[config.mk]
export PLATFORM = sky130hd
export DESIGN_NAME = insn_byte_loader_flat
export DESIGN_NICKNAME = d
export VERILOG_FILES = /design/src/rtl/insn_byte_loader_if.sv /design/src/rtl/insn_byte_loader.sv /design/src/flat_wrapper.sv
export SDC_FILE = /design/constraint.sdc
export NUM_CORES = 1
export LEC_CHECK = 0
export CAP_MARGIN = 5
export CORE_UTILIZATION = 50
export DETAILED_ROUTE_END_ITERATION = 7
export GPL_TIMING_DRIVEN = 0
export PLACE_DENSITY = 0.75
export SLEW_MARGIN = 0
export SYNTH_ARGS = -nofsm -noshare
export SYNTH_HDL_FRONTEND = slang
export SYNTH_SLANG_ARGS = --single-unit
export TNS_END_PERCENT = 30
[constraint.sdc]
create_clock -name Clk -period 14 [get_ports Clk]
set_input_delay 2.8 -clock Clk [delete_from_list [all_inputs] [get_ports Clk]]
set_output_delay 2.8 -clock Clk [all_outputs]
set_load 0.02 [all_outputs]
[src/rtl/insn_byte_loader_if.sv]
// Fetch-side handshake and instruction-memory byte bus for insn_byte_loader.
// master = requester/memory side, slave = the loader.
interface insn_byte_loader_if;
   logic        start;
   logic [63:0] PC;
   logic        mem_rd;
   logic [63:0] mem_addr;
   logic [7:0]  mem_data;
   logic        busy;
   logic        done;
   logic [0:79] Instruction;
   logic [3:0]  len;
   logic        ADR;

   modport master (
      output start, PC, mem_data,
      input  mem_rd, mem_addr, busy, done, Instruction, len, ADR
   );

   modport slave (
      input  start, PC, mem_data,
      output mem_rd, mem_addr, busy, done, Instruction, len, ADR
   );
endinterface

[src/rtl/insn_byte_loader.sv]
// Loads one variable-length instruction byte-by-byte from a synchronous-read memory.
// Two cycles per byte plus start/done overhead; start is ignored while busy.
module insn_byte_loader #(
   parameter int MemSize = 1024
) (
   input logic           Clk,
   input logic           Rst,
   insn_byte_loader_if.slave bus
);

   typedef enum logic [1:0] {IDLE, READ, CAPT, DONE} state_t;

   state_t      state_q, state_d;
   logic [63:0] base_q, base_d;
   logic [3:0]  idx_q, idx_d;
   logic [3:0]  tgt_q, tgt_d;
   logic        mem_rd_q, mem_rd_d;
   logic [63:0] mem_addr_q, mem_addr_d;
   logic        busy_q, busy_d;
   logic        done_q, done_d;
   logic [0:79] instr_q, instr_d;
   logic [3:0]  len_q, len_d;
   logic        adr_q, adr_d;

   logic [63:0] rd_base;
   logic [3:0]  rd_idx;
   logic [64:0] rd_sum;
   logic        rd_ok;
   logic [3:0]  t_dec;

   function automatic logic [3:0] decode_len(input logic [3:0] icode);
      case (icode)
         4'h2, 4'h6, 4'hA, 4'hB: decode_len = 4'd2;
         4'h7, 4'h8:             decode_len = 4'd9;
         4'h3, 4'h4, 4'h5:       decode_len = 4'd10;
         default:                decode_len = 4'd1;
      endcase
   endfunction

   // Address of the read being scheduled for the next READ cycle; the range
   // check is done here so mem_rd can be a registered output.
   always_comb begin
      rd_base = (state_q == IDLE) ? bus.PC : base_q;
      rd_idx  = (state_q == IDLE) ? 4'd0 : idx_q + 4'd1;
      rd_sum  = {1'b0, rd_base} + 65'(rd_idx);
      rd_ok   = !rd_sum[64] && (rd_sum[63:0] < 64'(MemSize));
      t_dec   = (idx_q == 4'd0) ? decode_len(bus.mem_data[7:4]) : tgt_q;
   end

   always_comb begin
      state_d    = state_q;
      base_d     = base_q;
      idx_d      = idx_q;
      tgt_d      = tgt_q;
      mem_rd_d   = 1'b0;
      mem_addr_d = 64'd0;
      busy_d     = busy_q;
      done_d     = 1'b0;
      instr_d    = instr_q;
      len_d      = len_q;
      adr_d      = adr_q;

      case (state_q)
         IDLE: begin
            if (bus.start) begin
               state_d    = READ;
               base_d     = bus.PC;
               idx_d      = 4'd0;
               tgt_d      = 4'd0;
               instr_d    = '0;
               len_d      = 4'd0;
               adr_d      = 1'b0;
               busy_d     = 1'b1;
               mem_rd_d   = rd_ok;
               mem_addr_d = rd_ok ? rd_sum[63:0] : 64'd0;
            end
         end
         READ: begin
            if (mem_rd_q) begin
               state_d = CAPT;
            end else begin
               state_d = DONE;
               adr_d   = 1'b1;
               done_d  = 1'b1;
            end
         end
         CAPT: begin
            instr_d[{idx_q, 3'b000} +: 8] = bus.mem_data;
            len_d = len_q + 4'd1;
            tgt_d = t_dec;
            if (idx_q + 4'd1 == t_dec) begin
               state_d = DONE;
               done_d  = 1'b1;
            end else begin
               state_d    = READ;
               idx_d      = idx_q + 4'd1;
               mem_rd_d   = rd_ok;
               mem_addr_d = rd_ok ? rd_sum[63:0] : 64'd0;
            end
         end
         DONE: begin
            state_d = IDLE;
            busy_d  = 1'b0;
         end
         default: begin
            state_d = IDLE;
            busy_d  = 1'b0;
         end
      endcase
   end

   always_ff @(posedge Clk) begin
      if (Rst) begin
         state_q    <= IDLE;
         base_q     <= 64'd0;
         idx_q      <= 4'd0;
         tgt_q      <= 4'd0;
         mem_rd_q   <= 1'b0;
         mem_addr_q <= 64'd0;
         busy_q     <= 1'b0;
         done_q     <= 1'b0;
         instr_q    <= '0;
         len_q      <= 4'd0;
         adr_q      <= 1'b0;
      end else begin
         state_q    <= state_d;
         base_q     <= base_d;
         idx_q      <= idx_d;
         tgt_q      <= tgt_d;
         mem_rd_q   <= mem_rd_d;
         mem_addr_q <= mem_addr_d;
         busy_q     <= busy_d;
         done_q     <= done_d;
         instr_q    <= instr_d;
         len_q      <= len_d;
         adr_q      <= adr_d;
      end
   end

   assign bus.mem_rd      = mem_rd_q;
   assign bus.mem_addr    = mem_addr_q;
   assign bus.busy        = busy_q;
   assign bus.done        = done_q;
   assign bus.Instruction = instr_q;
   assign bus.len         = len_q;
   assign bus.ADR         = adr_q;

endmodule

[src/flat_wrapper.sv]
// flat-port wrapper written by rule: the top's interface ports become plain ports
module insn_byte_loader_flat 
#(
   parameter int MemSize = 1024
)
  (Clk, Rst, bus_start, bus_PC, bus_mem_data, bus_mem_rd, bus_mem_addr, bus_busy, bus_done, bus_Instruction, bus_len, bus_ADR);
  insn_byte_loader_if bus_i ();
  input logic Clk;
  input logic Rst;
  input wire logic [$bits(bus_i.start)-1:0] bus_start;
  input wire logic [$bits(bus_i.PC)-1:0] bus_PC;
  input wire logic [$bits(bus_i.mem_data)-1:0] bus_mem_data;
  output wire logic [$bits(bus_i.mem_rd)-1:0] bus_mem_rd;
  output wire logic [$bits(bus_i.mem_addr)-1:0] bus_mem_addr;
  output wire logic [$bits(bus_i.busy)-1:0] bus_busy;
  output wire logic [$bits(bus_i.done)-1:0] bus_done;
  output wire logic [$bits(bus_i.Instruction)-1:0] bus_Instruction;
  output wire logic [$bits(bus_i.len)-1:0] bus_len;
  output wire logic [$bits(bus_i.ADR)-1:0] bus_ADR;
  assign bus_i.start = bus_start;
  assign bus_i.PC = bus_PC;
  assign bus_i.mem_data = bus_mem_data;
  assign bus_mem_rd = bus_i.mem_rd;
  assign bus_mem_addr = bus_i.mem_addr;
  assign bus_busy = bus_i.busy;
  assign bus_done = bus_i.done;
  assign bus_Instruction = bus_i.Instruction;
  assign bus_len = bus_i.len;
  assign bus_ADR = bus_i.ADR;
  insn_byte_loader #(.MemSize(MemSize)) u_core (.Clk(Clk), .Rst(Rst), .bus(bus_i));
endmodule
==> impl_metrics.tcl <==
set metrics [dict create \
    synth-edff-count 0 \
    cts.hold.buffers_added 0 \
    reg2regPathDepth 21 \
    numCtsBuffers 24 \
    grt_pass1_wl_mm 54.6 \
    drc_errors 0 \
    combPwrFrac 0.415 \
    wire_per_inst_um 18.8 \
    maxCapViolations 0 \
    insertedDiodeCount 0 \
    track_usage 0.306 \
    final_common_cell "dfxtp_1" \
    p_sw_frac 0.387 \
    hold-path-cell-count 2 \
    die_width_um 150 \
    drt_iter0_drc 719 \
    arrival_ns 7.50 \
    fin_crit_sh 0.504 \
    nets 1679 \
    sequentialPowerShare 0.295 \
    portBuffers 224 \
    holdPathEnd "u_core.bus.Instruction[34]" \
    pwr-share-clk 0.290 \
    intPower_w 0.00156 \
    ys_seq_area_frac 0.411 \
    crit_type "reg2reg" \
    worstHoldStart "u_core.bus.Instruction[34]" \
    synth.avg_cell_area_um2 8.56 \
    syn2layout_area_growth_pct 33.8 \
    ys_warn_count 0 \
    switchingPower_w 0.000981 \
    end_kind "flop" \
    core_mm2 0.0213 \
    setup_viol 0 \
    p_total_w 0.00254 \
    finalMaxSlewViolations 0 \
    status "complete, no violations" \
    ys_ff_latch 226 \
    num_vias 10900 \
    fp-row-count 53 \
    clk-insertion-delay-late_ns 0.54 \
    grt_pass1_vias 10400 \
    overflow 0 \
    cts_buffer_depth 3 \
    hold_violations 0 \
    synth.distinct_cells 75 \
    drive_gt1_frac 0.0716 \
    worstPathRequired_ns 14.44 \
    grt_max_degree 15 \
    wirelength_mm 35.3 \
    routed_via_density 5.82 \
    timing.rr.start "u_core.state_q[0]" \
    start_kind "flop" \
    fillerInstances 1781 \
    cts_tree "yes" \
    h-tree-depth 1 \
    tightest_slew_ns 0.923 \
    start_util 0.517 \
    fmax_mhz 142 \
    ys.flop_type "dfxtp_1" \
    final_cell_mix "226 x dfxtp_1, 224 x clkdlybuf4s50_1, 204 x nand2_1" \
    syn-instance-count 1285 \
    irDropWorstVdd_v 0.000115 \
    netlist_area_mm2 0.0110 \
    power_leakage_nw 5.71 \
    synth_top_area_cell "dfxtp_1" \
    chipHeight_um 150 \
    hpwl_mm 25.8 \
    antenna_found_initial 0 \
    antenna_left 0 \
    cts-root-buf "clkbuf_16" \
    synth-async-reset-ratio 0 \
    pin_count 227 \
    cts_sinks 226 \
    path_clk_slew_ns 0.07 \
    tns_ns 0 \
    die-area_mm2 0.0226 \
    reg2reg_slack_ns 6.94 \
    post_cts_buffers 0 \
    cts_resized 0 \
    pwr_density_cell_mw_per_mm2 172 \
    synth_area_leaders "dfxtp_1 41%, nand2_1 7.0%, mux2i_1 6.3%, a21oi_1 5.9%, nor2_1 3.7%" \
    hold_path.class "reg2reg" \
    first_pass_iters 6 \
    fin_crit_ns 7.06 \
    slew_headroom 0.382 \
    reg2reg_to "u_core.bus.mem_addr[2]" \
    clock_skew_ns 0.0126 \
    rsz0062_at_grt "no" \
    crit_fanout 10 \
    gp_congestion 0.962 \
    synth_top_area_share 0.411 \
]
==> flip-flops by register name (all words and copies together), names as in the netlist <==
register and cells:
u_core.base_q 64, u_core.bus.len 4, u_core.bus.Instruction 80, u_core.bus.mem_rd 1, u_core.idx_q 4, u_core.tgt_q 4, u_core.bus.done 1, u_core.bus.busy 1
u_core.bus.ADR 1, u_core.state_q 2, u_core.bus.mem_addr 64
==> area by class of cell <==
type	count	area [um2]	share of cell area
Buffer	80	372	0.0252
Clock inverter	12	270	0.0184
Multi-Input combinational cell	1022	6270	0.426
Timing Repair Buffer	224	2240	0.152
Clock buffer	32	661	0.0449
Sequential cell	226	4520	0.307
Inverter	10	37.5	0.00255
Tap cell	275	344	0.0234
==> kinds of logic after synthesis <==
kind of cell               synth area share
AOI/OAI and AO/OA                     0.161
DFF                                   0.411
and+or+nand+nor                       0.259
adders and majority gates            0.0189
xor gates and xnor gates             0.0303
muxes                                0.0814
buffers and inverters                0.0372
other                              0.000341
==> how the worst max path moves through the flow <==
stage	to	slack (ns)	cells after the start	from
after floorplan	u_core.bus.mem_addr[0]	8.48	11	bus_PC[2]
after global placement	u_core.bus.mem_addr[2]	7.21	21	u_core.state_q[0]
after detailed placement	u_core.bus.mem_addr[2]	7.19	21	u_core.state_q[0]
after CTS	u_core.bus.mem_addr[2]	7.14	21	u_core.state_q[0]
after global routing	u_core.bus.mem_addr[2]	6.74	21	u_core.state_q[0]
final	u_core.bus.mem_addr[2]	6.94	21	u_core.state_q[0]
==> per-layer routing <==
layer,vias up,global-route usage,routed length [um]
met5,-,0,0
met4,0,0.131,1320
met3,95,0.0830,3540
met2,522,0.493,16000
met1,5169,0.384,14500
li1,5162,-,-
==> synth_stat cells, types with 5 or more instances <==
master,instances
a211oi_1,6
a21o_1,8
a21oi_1,129
a22o_1,7
a22oi_1,28
a31oi_1,6
a32oi_1,18
and2_1,6
and3_1,18
and4_1,7
buf_1,5
buf_2,9
buf_4,6
buf_6,5
clkbuf_1,55
dfxtp_1,226
ha_1,15
inv_1,10
mux2_2,17
mux2i_1,69
nand2_1,204
nand2b_1,9
nand3_1,53
nand3b_1,20
nand4_1,16
nor2_1,109
nor2b_1,14
nor3_1,42
nor4_1,7
nor4_2,11
o211ai_1,6
o21ai_0,18
or2_2,6
xnor2_1,21
xor2_1,17
==> power groups by stage <==
stage	sequential [W]	clock, W	combinational [W]
after detailed placement	0.000758	0	0.00102
final	0.000748	0.000737	0.00105
after global placement	0.000757	0	0.00102
after global routing	0.000753	0.000775	0.00112
after CTS	0.000746	0.000746	0.00103
after floorplan	0.000765	0	0.000705
==> metrics by stage <==
stage                     instances  hold slack [ns]  cell area, um2   util  worst slack (ns)
after floorplan                1338            0.434           11200      -              8.48
after global placement         1837            0.439           13800  0.648              7.21
after detailed placement       1837            0.450           13800  0.648              7.19
after CTS                      1881            0.457           14700  0.691              7.14
after global routing           1881            0.479           14700  0.691              6.74
final                          1881            0.458           14700  0.691              6.94
==> worst max-delay path, cell delays in order (launching register included) <==
cell      delay, ns
dfxtp_1        0.34
inv_1          0.14
ha_1           0.20
buf_4          0.21
buf_6          0.19
buf_4          0.26
buf_2          0.34
buf_2          0.39
buf_2          0.38
buf_1          0.48
buf_2          0.33
mux2_2         0.36
ha_1           0.35
o21ai_0        0.11
o21bai_1       0.59
nand4_1        0.40
nor4_1         0.56
xnor2_1        0.11
a211oi_1       0.30
nand4b_1       0.32
buf_2          0.31
nor4_2         0.26
Power figures use the tool's default switching activity.
